**src/rtl/proc_alu_share_arb.sv**
```systemverilog
// Round-robin arbiter time-sharing one combinational ALU between two val/rdy
// requesters. Each granted request's ALU result and comparison flags are
// captured into that requester's one-entry response buffer for the next cycle.
module proc_alu_share_arb #(
  parameter int unsigned PNbits = 32
) (
  input  logic              clk_i,
  input  logic              reset_i,
  // requester 0
  input  logic              req0_val_i,
  output logic              req0_rdy_o,
  input  logic [PNbits-1:0] req0_in0_i,
  input  logic [PNbits-1:0] req0_in1_i,
  input  logic [3:0]        req0_fn_i,
  // requester 1
  input  logic              req1_val_i,
  output logic              req1_rdy_o,
  input  logic [PNbits-1:0] req1_in0_i,
  input  logic [PNbits-1:0] req1_in1_i,
  input  logic [3:0]        req1_fn_i,
  // response 0
  output logic              resp0_val_o,
  input  logic              resp0_rdy_i,
  output logic [PNbits-1:0] resp0_out_o,
  output logic              resp0_eq_o,
  output logic              resp0_lt_o,
  output logic              resp0_ltu_o,
  // response 1
  output logic              resp1_val_o,
  input  logic              resp1_rdy_i,
  output logic [PNbits-1:0] resp1_out_o,
  output logic              resp1_eq_o,
  output logic              resp1_lt_o,
  output logic              resp1_ltu_o,
  // shared ALU
  output logic [PNbits-1:0] alu_in0_o,
  output logic [PNbits-1:0] alu_in1_o,
  output logic [3:0]        alu_fn_o,
  input  logic [PNbits-1:0] alu_out_i,
  input  logic              alu_ops_eq_i,
  input  logic              alu_ops_lt_i,
  input  logic              alu_ops_ltu_i
);

  localparam int unsigned PayW = PNbits + 3;

  logic            prio_q, prio_d;
  logic [1:0]      buf_v_q, buf_v_d;
  logic [PayW-1:0] buf0_q, buf0_d;
  logic [PayW-1:0] buf1_q, buf1_d;
  logic [1:0]      elig;
  logic [1:0]      gnt;
  logic [PayW-1:0] alu_pay;

  // Eligibility and grant; a full buffer may be refilled while it drains.
  always_comb begin
    elig[0] = req0_val_i & (~buf_v_q[0] | resp0_rdy_i);
    elig[1] = req1_val_i & (~buf_v_q[1] | resp1_rdy_i);
    gnt[0]  = ~reset_i & elig[0] & (~elig[1] | ~prio_q);
    gnt[1]  = ~reset_i & elig[1] & (~elig[0] |  prio_q);
  end

  assign req0_rdy_o = gnt[0];
  assign req1_rdy_o = gnt[1];

  // Steer the granted request onto the ALU; idle drives zeros.
  always_comb begin
    alu_in0_o = '0;
    alu_in1_o = '0;
    alu_fn_o  = '0;
    if (gnt[0]) begin
      alu_in0_o = req0_in0_i;
      alu_in1_o = req0_in1_i;
      alu_fn_o  = req0_fn_i;
    end else if (gnt[1]) begin
      alu_in0_o = req1_in0_i;
      alu_in1_o = req1_in1_i;
      alu_fn_o  = req1_fn_i;
    end
  end

  assign alu_pay = {alu_out_i, alu_ops_eq_i, alu_ops_lt_i, alu_ops_ltu_i};

  // Next-state for priority and response buffers.
  always_comb begin
    prio_d  = prio_q;
    buf_v_d = buf_v_q;
    buf0_d  = buf0_q;
    buf1_d  = buf1_q;
    if (gnt[0]) begin
      buf_v_d[0] = 1'b1;
      buf0_d     = alu_pay;
      prio_d     = 1'b1;
    end else if (buf_v_q[0] && resp0_rdy_i) begin
      buf_v_d[0] = 1'b0;
    end
    if (gnt[1]) begin
      buf_v_d[1] = 1'b1;
      buf1_d     = alu_pay;
      prio_d     = 1'b0;
    end else if (buf_v_q[1] && resp1_rdy_i) begin
      buf_v_d[1] = 1'b0;
    end
  end

  // State registers with synchronous reset.
  always_ff @(posedge clk_i) begin
    if (reset_i) begin
      prio_q  <= 1'b0;
      buf_v_q <= '0;
      buf0_q  <= '0;
      buf1_q  <= '0;
    end else begin
      prio_q  <= prio_d;
      buf_v_q <= buf_v_d;
      buf0_q  <= buf0_d;
      buf1_q  <= buf1_d;
    end
  end

  // Responses are forced quiet while reset is held.
  always_comb begin
    resp0_val_o = buf_v_q[0] & ~reset_i;
    resp1_val_o = buf_v_q[1] & ~reset_i;
    {resp0_out_o, resp0_eq_o, resp0_lt_o, resp0_ltu_o} = reset_i ? '0 : buf0_q;
    {resp1_out_o, resp1_eq_o, resp1_lt_o, resp1_ltu_o} = reset_i ? '0 : buf1_q;
  end

endmodule

```
**config.mk**
```make
export PLATFORM = sky130hd
export DESIGN_NAME = proc_alu_share_arb
export DESIGN_NICKNAME = d
export VERILOG_FILES = /design/src/rtl/proc_alu_share_arb.sv
export SDC_FILE = /design/constraint.sdc
export NUM_CORES = 1
export LEC_CHECK = 0
export CAP_MARGIN = 10
export CORE_AREA = 2 2 123 125
export CTS_CLUSTER_SIZE = 30
export DETAILED_ROUTE_END_ITERATION = 10
export DIE_AREA = 0 0 125 127
export MAX_ROUTING_LAYER = met4
export PLACE_DENSITY = 0.82
export SLEW_MARGIN = 40
export SYNTH_ARGS = -nofsm -noshare
export SYNTH_HDL_FRONTEND = slang
export SYNTH_SLANG_ARGS = --single-unit
```
**constraint.sdc**
```tcl
create_clock -name clk_i -period 2 [get_ports clk_i]
set_clock_uncertainty 0.1 [all_clocks]
set_input_delay 0.4 -clock clk_i [delete_from_list [all_inputs] [get_ports clk_i]]
set_output_delay 0.4 -clock clk_i [all_outputs]
set_load 0.02 [all_outputs]
```
==> results of run 1 <==
## report_power, final
group | switching [mW] | total, mW | internal (mW) | leakage (nW)
registers | 0.0286 | 1.59 | 1.56 | 0.601
logic | 0.968 | 2.11 | 1.15 | 4.31
clock network | 0.664 | 1.65 | 0.982 | 0.152
## Yosys cell counts
library cell / count
a21oi_1: 3
a311o_1: 1
buf_1: 2
buf_2: 13
buf_4: 6
buf_6: 6
clkbuf_1: 23
dfxtp_1: 73
inv_1: 140
mux2i_1: 70
nand2_1: 1
nand2b_1: 174
nand2b_4: 1
nand3_1: 1
nor2_1: 2
nor2b_1: 2
nor2b_2: 1
o211ai_2: 1
o21ai_0: 2
o32ai_1: 18
o32ai_2: 50
## worst max path at each step
| stage | to | slack [ps] | cells after the start |
|---|---|---|---|
| final | alu_in0_o[23] | -310 | 8 |
| after global routing | alu_fn_o[2] | -390 | 7 |
| after CTS | alu_in1_o[1] | -340 | 6 |
| after detailed placement | alu_in1_o[2] | -1030 | 7 |
| after global placement | alu_in1_o[0] | -1000 | 7 |
| after floorplan | alu_in0_o[27] | -130 | 5 |
## what timing repair did
item                                    in CTS  in global routing
setup buffers                               10                  2
endpoints found under the setup margin     184                 87
pin swaps                                   14                  7
gates resized for setup                    514                 51
gates cloned                                 4                  0
## per-layer routing
metal	share of wire (%)	GRT usage, %
met1	39	26.82
met2	50	38.27
met3	6.5	5.570
met4	3.6	9.020
met5	0	-
## logic make-up (layout without fill, tap and decap cells)
logic type	count (synthesis)	count (layout)
AO/OA/AOI/OAI	75	75
flip-flops	73	73
multiplexers	70	70
buffers and inverters	190	547
other	0	3
AND/OR/NAND/NOR	182	182
## area by class of cell
class	count	area, µm²
Fill cell	1055	4278
Timing Repair Buffer	391	4028
Multi-Input combinational cell	327	3587
Sequential cell	73	1465
Inverter	140	525.5
Tap cell	184	230.2
Clock buffer	9	225.2
Clock inverter	7	77.57
Antenna cell	3	7.507
## flip-flops by register name, indices dropped and copies added, names as in the netlist
| register | count |
|---|---|
| buf0_q | 35 |
| buf1_q | 35 |
| buf_v_q | 2 |
| prio_q | 1 |
## critical path: cells and delay by family
family	cells	cell delay (ps)
buffers and inverters	5	910
AO/OA/AOI/OAI	2	320
AND/OR/NAND/NOR	1	180
## through the flow
stage	hold slack [ps]	setup slack, ps	instances	cell area [µm²]
floorplan	348.9	-127.9	590	5623
global placement	373.4	-1000	1100	9405
detailed placement	379.9	-1029	1100	9405
CTS	391.0	-337.6	1129	9946
global route	406.0	-388.2	1134	10150
finish	384.2	-309.6	1134	10150
==> impl_metrics.env, run 1 <==
export IMPL_status="complete, but fails checks"
export IMPL_violations="setup timing"
export IMPL_cp_max_fo=6
export IMPL_grt_util_all_layers_pct=22.96
export IMPL_dpl_hpwl_mm=13.91
export IMPL_maxCapViolCount=0
export IMPL_p_leak_nw=5.065
export IMPL_setup_tns_ps=-17490
export IMPL_synth_simple_area_share_pct=22.27
export IMPL_grt_first_pass_wirelength_mm=28.32
export IMPL_min_to="buf1_q[7]"
export IMPL_cts_root_buf="clkbuf_16"
export IMPL_rsz0062_at_grt="true"
export IMPL_grt_pass1_vias=5190
export IMPL_path_common_cell="buf_4"
export IMPL_required_ps=1500
export IMPL_final_common_cell="nand2b_1"
export IMPL_yosysUniqueCellTypes=21
export IMPL_slew_violations=0
export IMPL_synth_nets=767
export IMPL_h_tree_depth=3
export IMPL_reg2reg_to="buf0_q[26]"
export IMPL_clk_pin_slew_ps=60
export IMPL_slowest_stage="dlygate4sd2_1"
export IMPL_vias=5372
export IMPL_drc=0
export IMPL_max_slew_margin_pct=78.63
export IMPL_rows=44
export IMPL_clk_latency_ps=320
export IMPL_dieArea_mm2=0.01588
export IMPL_ant_nets=0
export IMPL_boundaryPins=319
export IMPL_r2r_slack_ps=130
export IMPL_yosysSeqAreaShare_pct=28.56
export IMPL_die_x_um=125
export IMPL_crit_start="resp1_rdy_i"
export IMPL_grt_ovfl_total=0
export IMPL_cts_tree="yes"
export IMPL_nets=1119
export IMPL_hold_path_class="register to register"
export IMPL_power_density_mw_per_mm2=527.0
export IMPL_end_kind="output pin"
export IMPL_mostFrequentLayoutCells="nand2b_1 (174), clkdlybuf4s50_1 (172), inv_1 (139), mux2i_1 (70), dfxtp_1 (70)"
export IMPL_crit_arrival_ps=1810
export IMPL_fmax_mhz=433.0
export IMPL_synthTopCellsByArea="dfxtp_1 (29%), nand2b_1 (21%), o32ai_2 (16%)"
export IMPL_cts_max_path_buffers=2
export IMPL_drive_gt1_share_pct=25.77
export IMPL_antenna_found_initial=3
export IMPL_final_util_pct=70.34
export IMPL_tightest_slew_ps=320.6
export IMPL_grt_max_degree=35
export IMPL_drtIter0Drc=185
export IMPL_setup_violations=70
export IMPL_synth_seq_cells=73
export IMPL_port_buffers=318
export IMPL_hold_path_startpoint="buf1_q[7]"
export IMPL_start_util_pct=35.48
export IMPL_synth_area_mm2=0.005117
export IMPL_finalPower_mw=5.347
export IMPL_syn_to_final_growth_pct=98.26
export IMPL_worst_r2r_path_depth=7
export IMPL_yosys_area_top_type="dfxtp_1"
export IMPL_wl_mm=19.27
export IMPL_vdd_drop_max_mv=0.4466
export IMPL_start_kind="input pin"
export IMPL_firstDrtPassIters=4
export IMPL_cp_cell_sequence="dlygate4sd2_1 > nor2b_4 > o211ai_4 > buf_6 > buf_12 > buf_4 > o32ai_2 > buf_4"
export IMPL_yosys_warnings=0
export IMPL_synthCells=590
export IMPL_viasPerCell=4.737
export IMPL_fp_coreArea_mm2=0.01442
export IMPL_whs_path_depth=2
export IMPL_worst_path_largest_cell_delay_ps=270
export IMPL_clock_sinks=73
export IMPL_ctsHoldBuffers=0
export IMPL_hold_violations=0
export IMPL_post_synth_cell_area_avg_um2=8.674
export IMPL_synthMuxAreaShare_pct=13.69
export IMPL_detail_route_wl_per_cell_um=16.99
export IMPL_synth_xor_area_share_pct=0
export IMPL_finalCriticalPeriod_ps=2310
export IMPL_synth_top_area_share_pct=28.56
export IMPL_synth_compound_area_share_pct=19.90
export IMPL_numCtsBuffers=9
export IMPL_die_h_um=127
export IMPL_critical_path_class="input pin to output pin"
export IMPL_reg2reg_from="buf_v_q[1]"
export IMPL_synth_adder_area_share_pct=0
export IMPL_worst_slack_ps=-309.6
export IMPL_synth_top_family_by_area="simple AND/OR/NAND/NOR gates"
export IMPL_place_congestion=0.8370
export IMPL_period_share_pct=115.5
No activity file was read; power rests on OpenSTA's default activity.
==> run 2, diff against run 1 <==
--- a/config.mk
+++ b/config.mk
@@ -5,7 +5,7 @@
 export SDC_FILE = /design/constraint.sdc
 export NUM_CORES = 1
 export LEC_CHECK = 0
-export CAP_MARGIN = 10
+export CAP_MARGIN = 20
 export CORE_AREA = 2 2 123 125
 export CTS_CLUSTER_SIZE = 30
 export DETAILED_ROUTE_END_ITERATION = 10
==> results of run 2 <==
No change in the layout: final DEF, timing and power equal those of run 1.
